## src/rtl/mem_req_ctrl.sv

```systemverilog
// Upstream request sequencer: arbitrates fetch vs MEM-stage accesses and issues
// one token-tagged request at a time toward the RAM1/UART memory controller.
module mem_req_ctrl #(
  parameter int ADDR_W  = 16,
  parameter int DATA_W  = 16,
  parameter int ACT_W   = 32,
  parameter int TIMEOUT = 4096
) (
  input  logic              clk,
  input  logic              rst,
  input  logic              if_req,
  input  logic [ADDR_W-1:0] if_addr,
  output logic [DATA_W-1:0] if_rdata,
  output logic              if_ready,
  input  logic              ex_rd,
  input  logic              ex_wr,
  input  logic [ADDR_W-1:0] ex_addr,
  input  logic [DATA_W-1:0] ex_wdata,
  output logic [DATA_W-1:0] ex_rdata,
  output logic              ex_ready,
  output logic              mem_need,
  output logic              mem_rd,
  output logic              mem_wr,
  output logic [ADDR_W-1:0] mem_addr,
  output logic [DATA_W-1:0] mem_value,
  output logic [ACT_W-1:0]  mem_act,
  input  logic [ACT_W-1:0]  mem_act_ack,
  input  logic              mem_done,
  input  logic [DATA_W-1:0] mem_result,
  output logic              stall,
  output logic              timeout_err
);

  typedef enum logic [1:0] {IDLE, ISSUE, WAIT, RESP} state_t;

  localparam bit          TIMEOUT_EN   = (TIMEOUT != 0);
  localparam logic [31:0] TIMEOUT_LAST = 32'(TIMEOUT - 1);

  state_t      state;
  logic        owner_ex;
  logic        req_rd;
  logic        req_wr;
  logic [31:0] wait_cnt;
  logic        acked;
  logic        timed_out;

  // A done strobe only counts when it carries the token of the request in flight.
  assign acked     = mem_done && (mem_act_ack == mem_act);
  assign timed_out = TIMEOUT_EN && (wait_cnt == TIMEOUT_LAST);

  assign stall = (state == ISSUE) || (state == WAIT) ||
                 ((state == IDLE) && (ex_rd || ex_wr || if_req));

  always_ff @(posedge clk or posedge rst) begin
    if (rst) begin
      state       <= IDLE;
      owner_ex    <= 1'b0;
      req_rd      <= 1'b0;
      req_wr      <= 1'b0;
      wait_cnt    <= '0;
      mem_need    <= 1'b0;
      mem_rd      <= 1'b0;
      mem_wr      <= 1'b0;
      mem_addr    <= '0;
      mem_value   <= '0;
      mem_act     <= '0;
      if_rdata    <= '0;
      ex_rdata    <= '0;
      if_ready    <= 1'b0;
      ex_ready    <= 1'b0;
      timeout_err <= 1'b0;
    end else begin
      if_ready <= 1'b0;
      ex_ready <= 1'b0;
      case (state)
        IDLE: begin
          if (ex_wr || ex_rd) begin
            owner_ex  <= 1'b1;
            req_wr    <= ex_wr;
            req_rd    <= ~ex_wr;
            mem_addr  <= ex_addr;
            mem_value <= ex_wdata;
            state     <= ISSUE;
          end else if (if_req) begin
            owner_ex <= 1'b0;
            req_wr   <= 1'b0;
            req_rd   <= 1'b1;
            mem_addr <= if_addr;
            state    <= ISSUE;
          end
        end
        ISSUE: begin
          // Token 0 is reserved, so the counter wraps from all-ones back to 1.
          mem_act  <= (mem_act == {ACT_W{1'b1}}) ? ACT_W'(1) : mem_act + ACT_W'(1);
          mem_need <= 1'b1;
          mem_rd   <= req_rd;
          mem_wr   <= req_wr;
          wait_cnt <= '0;
          state    <= WAIT;
        end
        WAIT: begin
          // A timeout still passes through RESP so the requester sees a clean
          // one-cycle ready before IDLE samples its (dropped) request again.
          if (acked || timed_out) begin
            mem_need <= 1'b0;
            mem_rd   <= 1'b0;
            mem_wr   <= 1'b0;
            if (!acked) timeout_err <= 1'b1;
            if (owner_ex) begin
              ex_rdata <= acked ? mem_result : {DATA_W{1'b1}};
              ex_ready <= 1'b1;
            end else begin
              if_rdata <= acked ? mem_result : {DATA_W{1'b1}};
              if_ready <= 1'b1;
            end
            state <= RESP;
          end else begin
            wait_cnt <= wait_cnt + 32'd1;
          end
        end
        RESP:    state <= IDLE;
        default: state <= IDLE;
      endcase
    end
  end

endmodule

```

## config.mk

```make
export PLATFORM = sky130hd
export DESIGN_NAME = mem_req_ctrl
export DESIGN_NICKNAME = d
export VERILOG_FILES = /design/src/rtl/mem_req_ctrl.sv
export SDC_FILE = /design/constraint.sdc
export NUM_CORES = 1
export LEC_CHECK = 0
export CORE_MARGIN = 2
export CORE_UTILIZATION = 40
export DETAILED_ROUTE_END_ITERATION = 8
export GPL_ROUTABILITY_DRIVEN = 0
export PLACE_DENSITY = 0.69
export SLEW_MARGIN = 20
export SYNTH_ARGS = -nofsm -noshare
export SYNTH_HDL_FRONTEND = slang
export SYNTH_SLANG_ARGS = --single-unit
export TNS_END_PERCENT = 10
```

## constraint.sdc

```tcl
create_clock -name clk -period 11.7 [get_ports clk]
set_input_delay 1.17 -clock clk [delete_from_list [all_inputs] [get_ports clk]]
set_output_delay 1.17 -clock clk [all_outputs]
set_load 0.05 [all_outputs]
```

==> results.toml, run 1 <==
[die]
placementRows = 48
die_area_sq_mm = 0.0186
start_util_pct = 40.7
ios = 205
die_w_um = 136
die_h_um = 136
core_area_sq_mm = 0.0172

[timing]
tns_ps = 0
slew_headroom_pct = 30.2
skew_ps = 9.22
setup_ws_ps = 7150
period_share_pct = 38.9
period_minus_slack_ps = 4550
final_max_slew_viol_count = 0
tightest_slew_ps = 1040
max_clock_freq_ghz = 0.220
rsz0062_at_grt = "no"
hold_viol_final = 0
setup_viol = 0

[placed_design]
dp_hpwl_um = 13700
pre_cts_slack_ps = 6750
io_buffer_count = 204

[clocking]
hold_buffers = 0
ctsResizeCount = 0
clockBufferDepth = 2
h-tree-depth = 4
clock-root-buffer = "clkbuf_16"
cts_setup_buffers = 0
clock_sinks = 139
cts_tree = "built"
path_clk_slew_ps = 60
cts-buffers-inserted = 17
insertion_delay_ps = 420

[pwr]
p_leak_uw = 0.00402
powerDensity_mw_per_mm2 = 202
peakVddDrop_uv = 126
finalPower_uw = 1970

[cells_and_area]
fillerInstances = 1569
area_growth_syn_to_layout_pct = 40.1
layout.nets = 977
final_util_pct = 57.0
ff_latch_area_sq_mm = 0.00348
multi_input_area_sq_mm = 0.00333
antennaDiodeCount = 0
drive_above_1_share_pct = 8.15

[synthesis]
ys.flop_type = "dfrtp_1"
syn_nets = 777
avgSynthCellArea_sq_um = 10.4
yosys.area.top_type = "dfrtp_1"
synth_area_sq_mm = 0.00699
synth_cell_types = 58
ys_warn_count = 0
synth_seq_cells = 139
ys_seq_area_share_pct = 49.7
ys_async_sr_fraction_pct = 100
yosys-top-cells-area = "dfrtp_1 (50%), xnor2_1 (6.1%), nand2_1 (4.1%)"
syn_inst = 670
synth_edf_count = 0
synth_top_area_share_pct = 49.7

[route]
wl_um = 19200
drc = 0
drt-pass1-iter-count = 5
antenna_left = 0
first_iter_violations = 311
met1Wirelength_um = 8230
routed-wl-met3_um = 1150
detail_route.wl_per_cell_um = 17.3
met2_wirelength_um = 9300
routed_via_density = 5.41
routed.top_layer = "met4"
via_count = 5996

[hold_path]
min_path_type = "reg -> reg"

[critical_path]
worst_ep_required_time_ps = 10530
crit_arrival_ps = 3380
worst-setup-path-type = "in -> out"
crit_path_start_kind = "primary input"
path_max_fanout = 37
critPathCaptureType = "output pin"

[run_status]
status = "completed"

[global_route]
first_global_vias = 5761
grt_start_max_net_pins = 78
overflow = 0
grt_pass1_wl_um = 30200
antenna_found_initial = 0
grtUsageTotal_pct = 21.0

[job]
cap_violations = 0
-- sequential cells by signal, indices dropped and copies added (netlist names), 2 cells and up --
name	cells
if_rdata	16
mem_addr	16
mem_value	16
ex_rdata	16
mem_act	32
state	2
wait_cnt	32
-- cells in the final DEF, fill, tap and decap left out, drive strengths merged, types with 4 or more instances in the layout --
master         instances
a31oi                 10
and2                   6
and3                  13
and4                   6
buf                    5
clkbuf                18
clkdlybuf4s50        204
clkinv                 4
dfrtp                139
ha                     5
inv                   23
mux2                  17
mux2i                 28
nand2                 77
nand2b                13
nand3                 37
nand4                 30
nor2                  31
nor3                  18
nor3b                  4
nor4                  14
o211ai                 5
o21ai                 30
o22a                  33
o311ai                 4
o31ai                  5
or3                    5
or4                    6
xnor2                 51
xor2                   8
-- layer usage --
metal,up-vias,GRT usage [%]
met5,-,0
met4,0,9.32
met3,40,5.00
met2,201,33.0
met1,2902,27.7
li1,2853,-
-- cell usage after synthesis (3+ instances only) --
master    instances
dfrtp_1         139
nand2_1          77
xnor2_1          49
nand3_1          37
o22a_1           33
nor2_1           31
nand4_1          29
mux2i_1          28
o21ai_0          27
clkbuf_1         19
mux2_2           17
nor3_1           16
and3_1           13
inv_1            13
nand2b_1         13
nor4_1           13
a31oi_1          10
xor2_1            8
and2_1            6
and4_1            6
ha_1              5
o211ai_1          5
or3_1             5
or4_1             5
nor3b_1           4
o311ai_0          4
o31ai_1           4
a211o_1           3
buf_2             3
buf_4             3
buf_6             3
nand3b_1          3
nor2b_1           3
o21ai_1           3
o22ai_1           3
or2_2             3
-- power breakdown --
part	switching (uW)	total [uW]	internal, uW
Sequential	87.5	670	583
Clock	232	519	287
Combinational	497	786	289
Total	816	1970	1160
-- layout make-up --
class / count / share of cell area, %
clock buffer: 18 / 4.48
sequential: 139 / 35.5
timing repair buffer: 209 / 21.3
clock inverter: 14 / 1.29
tap: 225 / 2.87
inverter: 13 / 0.549
multi-input combinational: 490 / 34.0
-- path summary, 6_finish.rpt --
check,slack [ps],cells past startpoint,endpoint,from
max,7150,5,stall,ex_wr
min,480,2,mem_addr[2],mem_addr[2]
max reg2reg,8620,6,ex_rdata[4],mem_act[7]
min reg2reg,480,2,mem_addr[2],mem_addr[2]
max in group asynchronous,9370,3,mem_act[28],rst
min in group asynchronous,1200,2,mem_value[2],rst
-- metrics by stage --
stage	hold slack [ps]	area, sq um	std cells
global route	501	9800	1108
floorplan	445	6990	670
global placement	463	9220	1075
detailed placement	469	9220	1075
CTS	485	9780	1107
finish	479	9800	1108
-- worst max-delay path, cell delays in order --
cell and delay, ps:
clkdlybuf4s50_1 480, nor3_1 330, nand2b_2 570, nand2b_1 110, clkdlybuf4s50_1 720
-- kinds of logic after synthesis --
kind of cell,share of synthesized area [%]
and+or+nand+nor,20.8
DFF,49.7
adders and majority gates,0.894
muxes,6.74
buffers and inverters,2.74
xor gates and xnor gates,7.60
AOI/OAI and AO/OA,11.5
No activity file was read; power rests on OpenSTA's default activity.
==> run 2: changes to the inputs <==
--- a/config.mk
+++ b/config.mk
@@ -9,7 +9,7 @@
 export CORE_UTILIZATION = 40
 export DETAILED_ROUTE_END_ITERATION = 8
 export GPL_ROUTABILITY_DRIVEN = 0
-export PLACE_DENSITY = 0.69
+export PLACE_DENSITY = 0.72
 export SLEW_MARGIN = 20
 export SYNTH_ARGS = -nofsm -noshare
 export SYNTH_HDL_FRONTEND = slang
==> constraint.sdc (replaced) <==
create_clock -name clk -period 3.9 [get_ports clk]
set_input_delay 0.39 -clock clk [delete_from_list [all_inputs] [get_ports clk]]
set_output_delay 0.39 -clock clk [all_outputs]
set_load 0.05 [all_outputs]
==> run 2 against run 1 <==
Combinational power rose to 3.0 times the previous value. Largest cell class unchanged. Sequential power rose to 3.0 times the previous value. Critical endpoint is now if_rdata[4]. Die area unchanged.
==> results.toml, run 2 (same netlist as run 1, synthesis figures left out) <==
[clocking]
clockBufferDepth = 2
path_clk_slew_ps = 70
clock_sinks = 139
h-tree-depth = 4
ctsResizeCount = 0
insertion_delay_ps = 430
cts_setup_buffers = 0
clock-root-buffer = "clkbuf_16"
hold_buffers = 0
cts-buffers-inserted = 17
cts_tree = "built"

[route]
drc = 0
first_iter_violations = 378
drt-pass1-iter-count = 4
wl_um = 19000
routed_via_density = 5.40
detail_route.wl_per_cell_um = 17.1
antenna_left = 0
via_count = 6003

[run_status]
status = "completed"

[timing]
period_minus_slack_ps = 2900
tightest_slew_ps = 1070
tns_ps = 0
setup_viol = 0
setup_ws_ps = 995
skew_ps = 8.35
final_max_slew_viol_count = 0
hold_ws_ps = 413
max_clock_freq_ghz = 0.344
hold_viol_final = 0
period_share_pct = 74.5
slew_headroom_pct = 28.7
rsz0062_at_grt = "no"

[cells_and_area]
antennaDiodeCount = 0
final_util_pct = 57.4
top_regs = "mem_act: 32 flops, wait_cnt: 32 flops"
area_growth_syn_to_layout_pct = 40.9
final_common_cell = "clkdlybuf4s50_1"
drive_above_1_share_pct = 8.35
final_cell_mix = "clkdlybuf4s50_1 (204), dfrtp_1 (139), nand2_1 (77)"
fin_area_sq_mm = 0.00986
layout.nets = 980

[die]
start_util_pct = 40.7
die_h_um = 136
ios = 205
die_area_sq_mm = 0.0186
placementRows = 48
die_w_um = 136
core_area_sq_mm = 0.0172

[global_route]
antenna_found_initial = 0
first_global_vias = 5769
grt_start_max_net_pins = 111
overflow = 0
grt_pass1_wl_um = 30300
grtUsageTotal_pct = 20.8

[critical_path]
cpMaxStageDelayCell = "and3b_1"
crit_path_start_kind = "flip-flop"
max_stage_delay_ps = 640
path_max_fanout = 16
worst-setup-path-type = "reg -> reg"
worst_ep_required_time_ps = 4260
crit_arrival_ps = 3270
critPathCaptureType = "flip-flop"
path_cells = "ha_1, nand3_1, nor4_4, nand4_2, o31ai_4, and3b_1, o22a_1"

[placed_design]
dpl-instance-area_sq_mm = 0.00926
dp_hpwl_um = 13600
pre_cts_slack_ps = 757
io_buffer_count = 204

[pwr]
p_leak_uw = 0.00404
powerDensity_mw_per_mm2 = 613
peakVddDrop_uv = 437

[hold_path]
min_path_type = "in -> async"

[job]
cap_violations = 0
run 2: cell count changes in the layout (fill, tap and decap cells not counted), sizes merged:
cell	before	now
buf	5	8
clkinvlp	0	3
inv	23	20
bufinv	0	2
clkbuf	18	17
clkinv	4	3
run 2: critical path: cells and delay by family (launching register included):
kind | cells | cell delay (ps)
AOI/OAI and AO/OA | 2 | 430
and+or+nand+nor | 4 | 1810
DFF | 1 | 410
adders and majority gates | 1 | 190
run 2: layer usage:
metal / wire [um] / GRT usage [%] / up-vias
met4: 368 / 7.00 / 0
li1: - / - / 2867
met2: 9330 / 33.6 / 214
met1: 8200 / 27.8 / 2894
met3: 1130 / 4.33 / 28
met5: 0 / 0 / -
run 2: metrics by stage:
step                total power (uW)  instances
floorplan                       3550        670
global placement                4350       1079
detailed placement              4400       1079
CTS                             6090       1111
global route                    6320       1111
finish                          6040       1111
run 2: where the power goes:
| part | total, uW | internal (uW) | switching (uW) |
|---|---|---|---|
| Sequential | 2010 | 1750 | 260 |
| Combinational | 2360 | 877 | 1490 |
| Clock | 1670 | 967 | 702 |
run 2: final cells by class:
cell class              instances  area (sq um)
multi-input cells             490          3330
well taps                     225           282
clock inverters                15           176
fillers                      1505          7320
inverters                      13          52.6
flip-flops and latches        139          3480
clock buffers                  17           425
repair buffers                212          2110
run 2: worst paths after layout:
kind	from	to	slack, ps	cells after the start
max in group asynchronous	rst	mem_act[16]	2520	3
worst max-delay path	wait_cnt[0]	if_rdata[4]	1000	7
worst min-delay path	rst	ex_rdata[10]	410	2
worst max register to register	wait_cnt[0]	if_rdata[4]	1000	7
worst min register to register	mem_addr[0]	mem_addr[0]	480	2
min in group clk	mem_addr[0]	mem_addr[0]	480	2
==> edit, RTL diff (config.mk and constraints of run 2) <==
The 4 states of `state_t` get a Gray code encoding in 2 bits.
--- a/src/rtl/mem_req_ctrl.sv
+++ b/src/rtl/mem_req_ctrl.sv
@@ -32,5 +32,5 @@
 );
 
-  typedef enum logic [1:0] {IDLE, ISSUE, WAIT, RESP} state_t;
+  typedef enum logic [1:0] {IDLE = 2'b00, ISSUE = 2'b01, WAIT = 2'b11, RESP = 2'b10} state_t;
 
   localparam bit          TIMEOUT_EN   = (TIMEOUT != 0);
Check against the original RTL: no difference found for any inputs over 4 cycles, from zero or initial values and one cycle with rst high; so few cycles prove little.
==> edit against run 2 <==
  * Critical path depth is the same
  * Synthesized cell count grew 6.7%
  * Cell area shrank 0.62%
  * Sequential cell count is the same
  * Clock skew shrank 0.00081 ns
  * Routed wire length grew 0.85%
  * First-iteration DRC count shrank 33%
  * Synthesized area shrank 1.5%
  * Cell count grew 3.4%
  * Setup slack lost 0.029 ns
Power is not compared: it rests on default switching activity, and its combinational part moved more than twofold at a synthesized area within 25%.
==> edit: results <==
export IMPL_status="finished, final reports clean"
export IMPL_synthTopCellsByCount="139 x dfrtp_1, 81 x nor2_1, 77 x nand2_1"
export IMPL_yosysSeqAreaShare_pct=50.5
export IMPL_dp_hpwl_um=13900
export IMPL_grt_start_max_net_pins=51
export IMPL_crit_fanout=11
export IMPL_drtIter0Drc=253
export IMPL_netlist_top_cells_area="dfrtp_1 50%, xnor2_1 4.7%, nor2_1 4.4%"
export IMPL_finalNetCount=1020
export IMPL_synth_main_ff_cell="dfrtp_1"
export IMPL_drive_above_1_share_pct=8.50
export IMPL_tightest_slew_ns=0.883
export IMPL_grt_pass1_wl_um=31700
export IMPL_clock_latency_ns=0.43
export IMPL_cts_htree_levels=4
export IMPL_cp_data_arrival_time_ns=3.25
export IMPL_yosys_cell_types_count=52
export IMPL_avgSynthCellArea_um2=9.63
export IMPL_via_per_inst=5.37
export IMPL_grt_pass1_vias=6114
export IMPL_final_cells=1149
export IMPL_pre_cts_ws_ns=0.685
export IMPL_r2r_slack_ns=0.97
export IMPL_post_drt_wl_per_cell_um=16.7
export IMPL_finalCriticalPeriod_ns=2.93
export IMPL_grt_use_total_pct=21.8
export IMPL_dpl_cell_area_um2=9190
export IMPL_clock_skew_ns=0.00754
export IMPL_worst_hold_slack_ns=0.296
export IMPL_syn_num_nets=819
export IMPL_grt_antenna_before_repair=0
## edit: final timing paths
path,start,end,depth (start not counted)
max in group asynchronous,rst,mem_value[10]$_DFFE_PP0P_,4
hold reg to reg,state[0]$_DFFE_PP0P_,state[1]$_DFFE_PP0P_,0
min in group clk,state[0]$_DFFE_PP0P_,state[1]$_DFFE_PP0P_,0
setup / recovery,mem_act[11]$_DFFE_PP0P_,wait_cnt[22]$_DFFE_PP0P_,7
hold / removal,rst,mem_act[28]$_DFFE_PP0P_,2
setup reg to reg,mem_act[11]$_DFFE_PP0P_,wait_cnt[22]$_DFFE_PP0P_,7
## edit: worst max-delay path, cell delays in order, from the launching register on
cell and delay (ns):
dfrtp_1 0.46, xnor2_1 0.33, nand4_1 0.17, or4_1 0.58
nor4_4 0.46, nand3b_1 0.40, mux2i_1 0.14, a211o_1 0.27
## edit: cell families after synthesis
kind of cell	share of synthesized area (%)
flip-flops	50.5
AND/OR/NAND/NOR	22.2
AO/OA/AOI/OAI	10.7
adder cells (fa/ha/maj)	0.363
buffers and inverters	2.83
XOR/XNOR	8.01
multiplexers	5.40
## edit: power breakdown
part	leakage [uW]	total, uW	switching, uW	internal (uW)
Combinational	0.00220	366	194	172
Sequential	0.00184	1480	14.7	1470
Clock	0.000291	1630	705	924
## edit: final cells by class
class	count	area, um^2
fillers	1478	6900
flip-flops and latches	139	3480
multi-input cells	527	3220
repair buffers	219	2180
clock buffers	18	439
well taps	220	275
clock inverters	14	151
inverters	12	48.8
## edit: per-layer routing
metal / vias to the layer above / wire [um] / part of all wire [%] / track usage (%)
met5: - / 0 / 0 / 0
met4: 0 / 308 / 1.6 / 6.25
met3: 31 / 1300 / 6.8 / 5.99
met2: 219 / 9220 / 48 / 35.4
met1: 2981 / 8370 / 44 / 28.6
li1: 2943 / - / - / -
